$ cat src/rtl/sram_cmd_scheduler.sv
// rtl/sram_cmd_scheduler.sv - command FIFO and paced read/write issue sequencer in front of the SRAM controller
// Optional issue statistics counters are enabled by defining SRAM_SCHED_STATS_EN.
module sram_cmd_scheduler #(
  parameter int DEPTH     = 4,
  parameter int AW        = 16,
  parameter int DW        = 8,
  parameter int ISSUE_GAP = 3,
  parameter int RD_LAT    = 1
) (
  input  logic                       clk,
  input  logic                       rst,
  input  logic                       cmd_valid,
  output logic                       cmd_ready,
  input  logic                       cmd_we,
  input  logic [AW-1:0]              cmd_addr,
  input  logic [DW-1:0]              cmd_wdata,
  output logic                       rsp_valid,
  output logic [AW-1:0]              rsp_addr,
  output logic [DW-1:0]              rsp_rdata,
  output logic                       sram_rd_req,
  output logic                       sram_wr_req,
  output logic [AW-1:0]              sram_addr,
  output logic [DW-1:0]              sram_wdata,
  input  logic [DW-1:0]              sram_rdata,
  output logic [$clog2(DEPTH):0]     fifo_level,
  output logic [15:0]                stat_rd_cnt,
  output logic [15:0]                stat_wr_cnt
);

  localparam int PW = $clog2(DEPTH);
  localparam int LW = PW + 1;
  localparam int CW = $clog2(ISSUE_GAP + 1);
  localparam int EW = 1 + AW + DW;

  typedef enum logic [1:0] {S_IDLE, S_ISSUE, S_WAIT} state_t;

  logic [EW-1:0] mem [DEPTH];
  logic [EW-1:0] head;
  logic [PW-1:0] wr_ptr;
  logic [PW-1:0] rd_ptr;
  logic [LW-1:0] level;
  state_t        state;
  logic          op_we;
  logic [CW-1:0] gap_cnt;
  logic [CW-1:0] rd_wait;
  logic          push;
  logic          pop;

  // Full blocks pushes even when a pop is happening in the same cycle.
  assign cmd_ready  = (level < LW'(DEPTH));
  assign push       = cmd_valid && cmd_ready;
  assign pop        = (state == S_IDLE) && (level != '0);
  assign head       = mem[rd_ptr];
  assign fifo_level = level;

  always_ff @(posedge clk) begin
    if (push) mem[wr_ptr] <= {cmd_we, cmd_addr, cmd_wdata};
  end

  always_ff @(posedge clk or posedge rst) begin
    if (rst) begin
      wr_ptr <= '0;
      rd_ptr <= '0;
      level  <= '0;
    end else begin
      if (push) wr_ptr <= wr_ptr + 1'b1;
      if (pop)  rd_ptr <= rd_ptr + 1'b1;
      case ({push, pop})
        2'b10:   level <= level + 1'b1;
        2'b01:   level <= level - 1'b1;
        default: level <= level;
      endcase
    end
  end

  // Request strobes are loaded on the pop edge so they are high exactly during ISSUE.
  always_ff @(posedge clk or posedge rst) begin
    if (rst) begin
      state       <= S_IDLE;
      op_we       <= 1'b0;
      sram_addr   <= '0;
      sram_wdata  <= '0;
      sram_rd_req <= 1'b0;
      sram_wr_req <= 1'b0;
      gap_cnt     <= '0;
    end else begin
      sram_rd_req <= 1'b0;
      sram_wr_req <= 1'b0;
      case (state)
        S_IDLE: begin
          if (pop) begin
            {op_we, sram_addr, sram_wdata} <= head;
            sram_rd_req <= ~head[EW-1];
            sram_wr_req <= head[EW-1];
            state       <= S_ISSUE;
          end
        end
        S_ISSUE: begin
          gap_cnt <= CW'(ISSUE_GAP);
          state   <= S_WAIT;
        end
        S_WAIT: begin
          gap_cnt <= gap_cnt - 1'b1;
          if (gap_cnt == CW'(1)) state <= S_IDLE;
        end
        default: state <= S_IDLE;
      endcase
    end
  end

  // RD_LAT never exceeds ISSUE_GAP, so at most one read is ever awaiting capture.
  always_ff @(posedge clk or posedge rst) begin
    if (rst) begin
      rd_wait   <= '0;
      rsp_valid <= 1'b0;
      rsp_addr  <= '0;
      rsp_rdata <= '0;
    end else begin
      rsp_valid <= 1'b0;
      if (state == S_ISSUE && !op_we) rd_wait <= CW'(RD_LAT);
      else if (rd_wait != '0)         rd_wait <= rd_wait - 1'b1;
      if (rd_wait == CW'(1)) begin
        rsp_valid <= 1'b1;
        rsp_addr  <= sram_addr;
        rsp_rdata <= sram_rdata;
      end
    end
  end

`ifdef SRAM_SCHED_STATS_EN
  logic [15:0] rd_cnt_q;
  logic [15:0] wr_cnt_q;

  always_ff @(posedge clk or posedge rst) begin
    if (rst) begin
      rd_cnt_q <= '0;
      wr_cnt_q <= '0;
    end else if (state == S_ISSUE) begin
      if (op_we) begin
        if (wr_cnt_q != 16'hFFFF) wr_cnt_q <= wr_cnt_q + 1'b1;
      end else begin
        if (rd_cnt_q != 16'hFFFF) rd_cnt_q <= rd_cnt_q + 1'b1;
      end
    end
  end

  assign stat_rd_cnt = rd_cnt_q;
  assign stat_wr_cnt = wr_cnt_q;
`else
  assign stat_rd_cnt = 16'h0000;
  assign stat_wr_cnt = 16'h0000;
`endif

endmodule

$ cat config.mk
export PLATFORM = sky130hd
export DESIGN_NAME = sram_cmd_scheduler
export DESIGN_NICKNAME = d
export VERILOG_FILES = /design/src/rtl/sram_cmd_scheduler.sv
export SDC_FILE = /design/constraint.sdc
export NUM_CORES = 1
export LEC_CHECK = 0
export ABC_CLOCK_PERIOD_IN_PS = 2500
export CAP_MARGIN = 15
export CORE_MARGIN = 3
export CORE_UTILIZATION = 40
export CTS_CLUSTER_DIAMETER = 100
export DETAILED_ROUTE_END_ITERATION = 6
export DONT_BUFFER_PORTS = 1
export PLACE_DENSITY = 0.6
export SLEW_MARGIN = 25
export SYNTH_ARGS = -nofsm -noshare
export SYNTH_HDL_FRONTEND = slang
export SYNTH_SLANG_ARGS = --single-unit
$ cat constraint.sdc
create_clock -name clk -period 2.5 [get_ports clk]
set_input_delay 0.25 -clock clk [delete_from_list [all_inputs] [get_ports clk]]
set_output_delay 0.25 -clock clk [all_outputs]
set_load 0.005 [all_outputs]
Yosys cells after proc, flatten, opt, wreduce, memory -nomap -nowiden
Memory sizes are Yosys's and may differ from the RTL's.
Index checks and enable logic that the tools add are counted.
- flip-flop bits (word level): 65
- RAM bits: 100
- input bits: 36
- output and inout port bits: 87
- word-level logic and storage cells: 57
- memories kept: 1
- add/sub/neg operators: 6
- $lt $le $gt $ge: 1
- eq/ne operators: 8
- muxes and demuxes: 14
- bitwise operators: 1
- reduce and logical (&&, ||, !) cells: 12
- memories (name ; depth ; width ; rd ports ; clocked after memory_dff ; wr ports ; RTL line ; text):
    mem ; 4 ; 25 ; 1 ; 0 ; 1 ; 37 ; logic [EW-1:0] mem [DEPTH];
- operator list (operator ; count):
    == test 2 x 1 -> 1 bit (second input constant) ; 4
    2-to-1 mux 2 bit ; 4
    nonzero test 2 bit ; 4
    2-to-1 mux 1 bit ; 7
    case mux 2 bit (3 select lines) ; 1
    case mux 3 bit (2 select lines) ; 1
    adder 2 x 1 -> 2 bit (second input constant) ; 2
    == test 2 bit (second input constant) ; 2
    != test 2 bit (second input constant) ; 2
    case mux 2 bit (2 select lines) ; 1
    AND reduction 2 bit ; 2
    subtractor 2 x 1 -> 2 bit (second input constant) ; 2
    adder 3 x 1 -> 3 bit (second input constant) ; 1
    logical AND 1 bit ; 3
    < comparator 3 bit (second input constant) ; 1
    nonzero test 3 bit ; 1
    subtractor 3 x 1 -> 3 bit (second input constant) ; 1
    logical NOT 2 bit ; 1
    logical NOT 1 bit ; 1
    inverter 1 bit ; 1

Logic depth before layout (Yosys ltp)
Gate-level depths: netlist of run 1.
- depth in word-level cells: 4
- depth in mapped cells: 11
- gate-level depth less buffers: 10

Worst setup path after synthesis of run 1
OpenSTA, ideal clock, no wires.
- kind: reg2reg
- start point: register state[0]
- end point: register level[2] (netlist: fifo_level[2])
- setup time: 0.080 ns
- arrival time: 2.084 ns
- data required time: 2.420 ns
- slack: 0.336 ns
- cell stages (with the launch flop): 12
- path buffers: 1
- clock period less this slack: 2.164 ns
- cells stage by stage: dfrtp_1 > inv_1 > ha_1 > o31ai_4 > inv_2 > buf_2 > ha_1 > inv_1 > fa_1 > xor2_1 > nor2_1 > xnor2_1
- longest elaborated chain between the ends: 4
- elaborated cells on any way between the ends: 6
- those cells by class: eq/ne: 2; mux: 1; reduce/logical: 3
- ends and longest elaborated chain (what ; RTL line ; text):
    start: declaration ; 42 ; state_t state;
    start signal: assignment ; 79 ; state <= S_IDLE;
    start signal: assignment ; 95 ; state <= S_ISSUE;
    start signal: assignment ; 100 ; state <= S_WAIT;
    logical NOT 2 bit * ; 52 ; assign pop = (state == S_IDLE) && (level != '0);
    logical AND 1 bit * ; 52 ;
    net pop ; 47 ; logic pop;
    == test 2 x 1 -> 1 bit or == test 2 bit (tied branches) ; 68 ; case ({push, pop})
    case mux 3 bit (2 select lines) or nonzero test 2 bit (tied branches) ; n/a ;
    end signal: assignment ; 69 ; 2'b10: level <= level + 1'b1;
    end signal: assignment ; 70 ; 2'b01: level <= level - 1'b1;
    end signal: assignment ; 71 ; default: level <= level;
    end: declaration ; 41 ; logic [LW-1:0] level;
Mark *: on every way through the listed nets, which the timed path passes. The rest lies on a longest branch.
A chain may end at the register's enable or synchronous reset.

Worst setup path after layout of run 1
- start point: register state[0]
- end point: register level[2] (netlist: fifo_level[2])
- longest elaborated chain between the ends: 4
- elaborated cells on any way between the ends: 6
- those cells by class: eq/ne: 2; mux: 1; reduce/logical: 3
- ends and longest elaborated chain (what ; RTL line):
    logical NOT 2 bit * ; 52
    logical AND 1 bit * ; 52
    == test 2 x 1 -> 1 bit or == test 2 bit (tied branches) ; 68
    case mux 3 bit (2 select lines) or nonzero test 2 bit (tied branches) ; n/a
Mark *: on every way between the ends. The rest lies on a longest branch, timed or not.

==> metrics, run 1 <==
CTS Root Cell=clkbuf_16; Reg-to-Reg End=fifo_level[2]; pwr/cell area=1230 mW/mm^2; cell depth of the worst hold path=2; clk_lat worst skew=0.42 ns; skew final=0.00784 ns; maximum buffer depth of the clock tree=2; post-synthesis mux area share=0.131; die area=0.0179 sq mm; Synth Area in Compound Gates=0.0140; Worst Setup Start Kind=flip-flop; Tcrit/Tclk final=0.796; die height=134 microns; GRT Overall Usage=0.133; Final Worst Setup Slack=0.510 ns; Seq cells post-synth=165; largest net degree at the start of global routing=55; FF-to-FF path depth=10; switching power=0.00288 W; largest family of logic cells by synthesized area=multiplexers; share of layout cells above drive strength 1=0.198; WL/cell=17.0 microns; RSZ-0062 raised after global routing=false; worst path required time=2.84 ns; Vias=3,169; total grt overflow=0; XOR/XNOR Fraction of Synth Area=0.00937; hold_buf cts=34; Max FO, Critical Path=3; GPL Wtd Cong=0.706; r2r setup slk=0.51 ns; Arr. time, crit path=2.33 ns; ys flop type=edfxtp_1; VDD IR max=0.000590 V; post-cts sizing count=0; critical path startpoint=state[0]; First-pass DRT Iterations=6; adder-cell share of the synthesized area=0.0260; Die X=134 microns; Mean Syn Cell Area=16.4 sq um; synth warn=0; maximum clock rate=502 MHz; DRC viols=0; Initial Utilization=0.410; EDFF count, synth=100; most area-consuming cells after synthesis=edfxtp_1 46%, dfrtp_1 25%, mux4_2 7.2%, mux2_2 4.3%, nand2_1 4.3%; Seq pwr share=0.455; Comb power frac=0.270; Synth async-reset ratio=0.394; IO Pins=123; htree depth=4; Fin Setup TNS=0 ns; number of global-route vias before repair=3,264; clock power share=0.275; fin crit period=1.99 ns; total CTS buffers=17; Syn Inst Count=398; switch share=0.306; routed wire length=11.5 mm; CTS clk-pin slew, worst paths=0.06 ns; sequential cell area fraction in the yosys report=0.707; Buffers on Ports=0; global-route wire length before repair=18.0 mm; drt first-iter violations=184; crit path kind=reg -> reg; Via density=4.68; dpl hpwl=7.24 mm; worst hold-check path type=in -> reg; DP Worst Slack=0.537 ns; Synth area leader=edfxtp_1; Int Power=0.00653 W; Netlist cell types=28; core region area=0.0159 sq mm; Post-CTS Setup Bufs=0; P&R area growth vs syn=17.2%; clock sinks=165; Hold Path Sink=wr_ptr[0]; Hold WS=0.229 ns; status=completed; Post-Synth Simple-Gate Area=0.0533; CTS tree=yes; setup violators final=0; antenna-violating nets left=0; reg2reg start=state[0]; Mapped Area=0.00654 sq mm; Max-slew headroom=0.646; antenna violations before repair=1; Hold Crit Start=cmd_valid; Final #Nets=496; Static Leakage=3.03 nW; max-slew violations=0; Row Count=46; Fin. Hold Viols=0; MaxCap Viol Count=0; Worst Tran Pin Value=0.530 ns; CP endpoint kind=flip-flop; Yosys top cell area share=0.459
routing by layer:
layer	routed length [microns]	vias up	global-route usage
li1	-	1453	-
met1	4580	1587	0.148
met2	5970	107	0.233
met3	714	22	0.0405
met4	251	0	0.0669
met5	0	-	0
layout by cell type, fill, tap and decap left out, types with 2 or more instances in the layout:
| cell | instances |
|---|---|
| inv_1 | 14 |
| clkinv_4 | 2 |
| o21ai_0 | 5 |
| buf_4 | 8 |
| buf_12 | 3 |
| mux4_1 | 4 |
| inv_2 | 2 |
| bufinv_16 | 3 |
| mux4_2 | 21 |
| a21oi_1 | 3 |
| ha_1 | 12 |
| nand2_1 | 75 |
| clkbuf_16 | 17 |
| clkinvlp_4 | 3 |
| xnor2_1 | 6 |
| dlygate4sd3_1 | 34 |
| dfrtp_1 | 64 |
| edfxtp_1 | 100 |
| o21a_1 | 2 |
| a21o_1 | 2 |
| nor2b_1 | 2 |
| nor2_1 | 3 |
| and2_1 | 4 |
| clkinv_2 | 3 |
| mux2_2 | 25 |
| conb_1 | 32 |
| clkbuf_1 | 3 |
layout make-up:
| class | count | area, sq um |
|---|---|---|
| Sequential cell | 165 | 4630 |
| Fill cell | 1379 | 8280 |
| Clock inverter | 12 | 154 |
| Inverter | 16 | 60.1 |
| Tap cell | 216 | 270 |
| Antenna cell | 1 | 2.50 |
| Timing Repair Buffer | 45 | 460 |
| Clock buffer | 20 | 437 |
| Multi-Input combinational cell | 202 | 1650 |
synthesized netlist by cell type, types with 3 or more instances:
cell type and number:
xnor2_1 6, a21oi_1 3, mux4_1 4, nor2_1 3, inv_1 15, edfxtp_1 100, mux4_2 21, ha_1 12
and2_1 4, dfrtp_1 65, o21ai_0 5, buf_4 34, buf_2 9, nand2_1 75, mux2_2 25
flip-flops by register name (all words and copies together), names as in the netlist, 2 cells and up:
name / cells
wr_ptr: 2
rd_ptr: 2
fifo_level: 3
rsp_addr: 16
rsp_rdata: 8
state: 2
rd_wait: 2
sram_wdata: 8
sram_addr: 16
mem: 100
gap_cnt: 2
worst max-delay path, stage by stage (launching register included):
cell	delay [ns]
dfrtp_1	0.40
inv_1	0.11
ha_1	0.25
o31ai_4	0.11
inv_2	0.07
ha_1	0.17
inv_1	0.06
fa_1	0.37
xor2_1	0.15
nor2_1	0.11
xnor2_1	0.13
stage by stage:
step / cell area [sq um] / total power [W] / util / instances
after floorplan: 6660 / 0.00621 / - / 429
after global placement: 6730 / 0.00681 / 0.422 / 610
after detailed placement: 6730 / 0.00693 / 0.422 / 610
after CTS: 7660 / 0.00961 / 0.481 / 676
after global routing: 7670 / 0.0100 / 0.481 / 677
final: 7670 / 0.00941 / 0.481 / 677
how the worst max path moves through the flow:
stage | to | cells after the start
3_3_place_gp | fifo_level[2] | 10
2_1_floorplan | fifo_level[2] | 11
6_report | fifo_level[2] | 10
4_1_cts | fifo_level[2] | 10
5_1_grt | fifo_level[2] | 10
3_5_place_dp | fifo_level[2] | 10
cell families after synthesis:
family	Yosys count
flops	165
buf+inv	62
xor+xnor	7
simple gates	87
fa+ha+maj	13
other cells	1
compound gates	13
mux	50
power by group through the flow:
| stage | logic (W) | registers (W) | clock network, W |
|---|---|---|---|
| after CTS | 0.00263 | 0.00432 | 0.00267 |
| after global routing | 0.00287 | 0.00439 | 0.00278 |
| final | 0.00254 | 0.00429 | 0.00259 |
| after floorplan | 0.00211 | 0.00409 | 0 |
| after global placement | 0.00247 | 0.00433 | 0 |
| after detailed placement | 0.00256 | 0.00436 | 0 |
Power figures use the tool's default switching activity.
==> inputs of run 2 (changes only) <==
- ABC_CLOCK_PERIOD_IN_PS: 2500 -> 1600
- PLACE_DENSITY: 0.6 -> 0.62
- clock period: 2.5 -> 1.6 ns (I/O delays scaled with it)
==> run 2 against run 1 <==
  * Non-clock buffer count grew 20
  * Register-to-register slack lost 0.63 ns
  * Maximum frequency grew 16%
  * The flow now finishes with violations (negative setup slack)
  * Clock-buffer cell count shrank 1
  * Global-route usage grew 0.62 points
  * Critical path depth is the same
  * Routed wire length grew 2.7%
  * Clock power grew 68%
  * Via count grew 3.0%
  * Core utilization grew 2.2 points
  * Combinational power grew 88%
  * Final area grew 4.5%
==> metrics, run 2 (synthesis gave the netlist of run 1 again) <==
status=finished with violations (was completed); failing checks=negative setup slack; clock sinks=165 (unchanged); number of diodes=0 (was 1); die height=134 microns (unchanged); CP endpoint kind=flip-flop (unchanged); total chip power=0.0157 W (was 0.00941 W); met2 WL=6.06 mm (was 5.97 mm); DP Cell Count=628 (was 610); core region area=0.0159 sq mm (unchanged); skew final=0.00847 ns (was 0.00784 ns); GRT Overall Usage=0.140 (was 0.133); CTS Root Cell=clkbuf_16 (unchanged); commonest non-fill, non-tap cell in the layout=edfxtp_1 (unchanged); maximum clock rate=581 MHz (was 502 MHz); top routing layer in use=met4 (unchanged); maximum buffer depth of the clock tree=2 (unchanged); drt first-iter violations=195 (was 184); Row Count=46 (unchanged); crit path kind=reg -> reg (unchanged); WL/cell=17.0 microns (about the same); CTS tree=yes (unchanged); worst hold-check path type=in -> reg (unchanged); Final #Nets=516 (was 496); worst path required time=1.95 ns (was 2.84 ns); RSZ-0062 raised after global routing=true (was false); met3 routed wirelength=606 microns (was 714 microns); First-pass DRT Iterations=4 (was 6); DRC viols=0 (unchanged); Worst Setup Start Kind=flip-flop (unchanged); Final Worst Setup Slack=-0.120 ns (was 0.510 ns); total CTS buffers=17 (unchanged); antenna violations before repair=0 (was 1); Tcrit/Tclk final=1.08 (was 0.796); Die X=134 microns (unchanged); Initial Utilization=0.410 (unchanged); global-route wire length before repair=18.9 mm (was 18.0 mm); Max FO, Critical Path=2 (was 3); share of layout cells above drive strength 1=0.265 (was 0.198); GPL Wtd Cong=0.730 (was 0.706); post-route insts no fill=696 (was 677); htree depth=4 (unchanged); most frequent cells in the layout=100 x edfxtp_1, 75 x nand2_1, 63 x dfrtp_1 (was 100 x edfxtp_1, 75 x nand2_1, 64 x dfrtp_1); number of fillers in the final layout=1,335 (was 1,379); Via density=4.69 (was 4.68); Vias=3,264 (was 3,169); CTS clk-pin slew, worst paths=0.06 ns (about the same); setup violators final=2 (was 0); pwr/cell area=1960 mW/mm^2 (was 1230 mW/mm^2); largest net degree at the start of global routing=66 (was 55); Fin. Hold Viols=0 (unchanged); total grt overflow=0 (unchanged); Post-Route M1 WL=4.98 mm (was 4.58 mm); routed wire length=11.8 mm (was 11.5 mm); most flop-heavy register=mem (unchanged); MaxCap Viol Count=0 (unchanged); Arr. time, crit path=2.07 ns (was 2.33 ns); fin crit period=1.72 ns (was 1.99 ns); max FFs per register=100 (unchanged); max-slew violations=0 (unchanged); registers with the most flip-flops=mem: 100 flops, rsp_addr: 16 flops, sram_addr: 16 flops (unchanged); P&R area growth vs syn=22.4% (was 17.2%); antenna-violating nets left=0 (unchanged); die area=0.0179 sq mm (unchanged); dpl hpwl=7.68 mm (was 7.24 mm); VDD IR max=0.000882 V (was 0.000590 V); IO Pins=123 (unchanged); Buffers on Ports=0 (unchanged); clk_lat worst skew=0.42 ns (about the same); number of global-route vias before repair=3,433 (was 3,264); Static Leakage=3.17 nW (was 3.03 nW)
-- run 2: cell types whose count changed in the layout (fill, tap and decap cells not counted), moves of 3 or more --
cell    change
and2_1      -4
and2_2      +4
buf_12      +7
buf_4      +13
ha_1        -3
inv_1       -3
-- run 2: per-layer routing --
metal,track usage,vias to the layer above
met5,0,-
met2,0.232,93
met4,0.0537,0
met1,0.174,1670
li1,-,1487
met3,0.0405,14
-- run 2: path summary, 6_finish.rpt --
| kind | from | to | slack, ns | cells past startpoint |
|---|---|---|---|---|
| max in group asynchronous | rst | rd_ptr[0] | 0.99 | 3 |
| worst max register to register | state[0] | fifo_level[2] | -0.12 | 10 |
| min in group asynchronous | rst | rsp_addr[10] | 0.31 | 3 |
| worst min register to register | op_we | op_we | 0.49 | 1 |
| worst max-delay path | state[0] | fifo_level[2] | -0.12 | 10 |
| worst min-delay path | cmd_valid | wr_ptr[0] | 0.18 | 3 |
-- run 2: cell type report --
class,count,area [sq um],share of cell area
inverter,16,63.8,0.00797
sequential,165,4630,0.578
clock inverter,13,206,0.0258
timing repair buffer,65,698,0.0872
clock buffer,19,433,0.0540
tap,216,270,0.0337
multi-input combinational,202,1710,0.213
-- run 2: critical path, stage by stage, from the launching register on --
cell     delay (ns)
dfrtp_1        0.39
inv_2          0.09
ha_4           0.15
o31ai_4        0.07
inv_2          0.08
ha_4           0.13
inv_2          0.03
fa_2           0.32
xor2_1         0.14
nor2_1         0.12
xnor2_1        0.13
-- run 2: report_power, final --
group,switching (W),internal (W)
registers,0.000769,0.00577
clock network,0.00159,0.00277
logic,0.00236,0.00242
-- run 2: stage by stage --
stage | utilization | hold WS, ns | worst slack (ns) | instance area [sq um] | setup TNS (ns)
after floorplan | - | 0.259 | -0.350 | 6700 | -0.686
after global placement | 0.439 | 0.147 | -0.0808 | 6990 | -0.0808
after detailed placement | 0.439 | 0.161 | -0.129 | 6990 | -0.134
after CTS | 0.501 | 0.174 | -0.123 | 7980 | -0.138
after global routing | 0.502 | 0.189 | -0.214 | 8010 | -0.279
final | 0.502 | 0.183 | -0.120 | 8010 | -0.135
-- run 2: what timing repair did --
| action | in CTS | in global routing |
|---|---|---|
| cloned | 0 | 0 |
| hold buffers | 34 | 0 |
| buffers inserted | 1 | 1 |
| setup endpoints to repair | 2 | 3 |
| gates resized for setup | 0 | 6 |
| endpoints found under the hold margin | 173 | 0 |
| pin swaps | 5 | 0 |
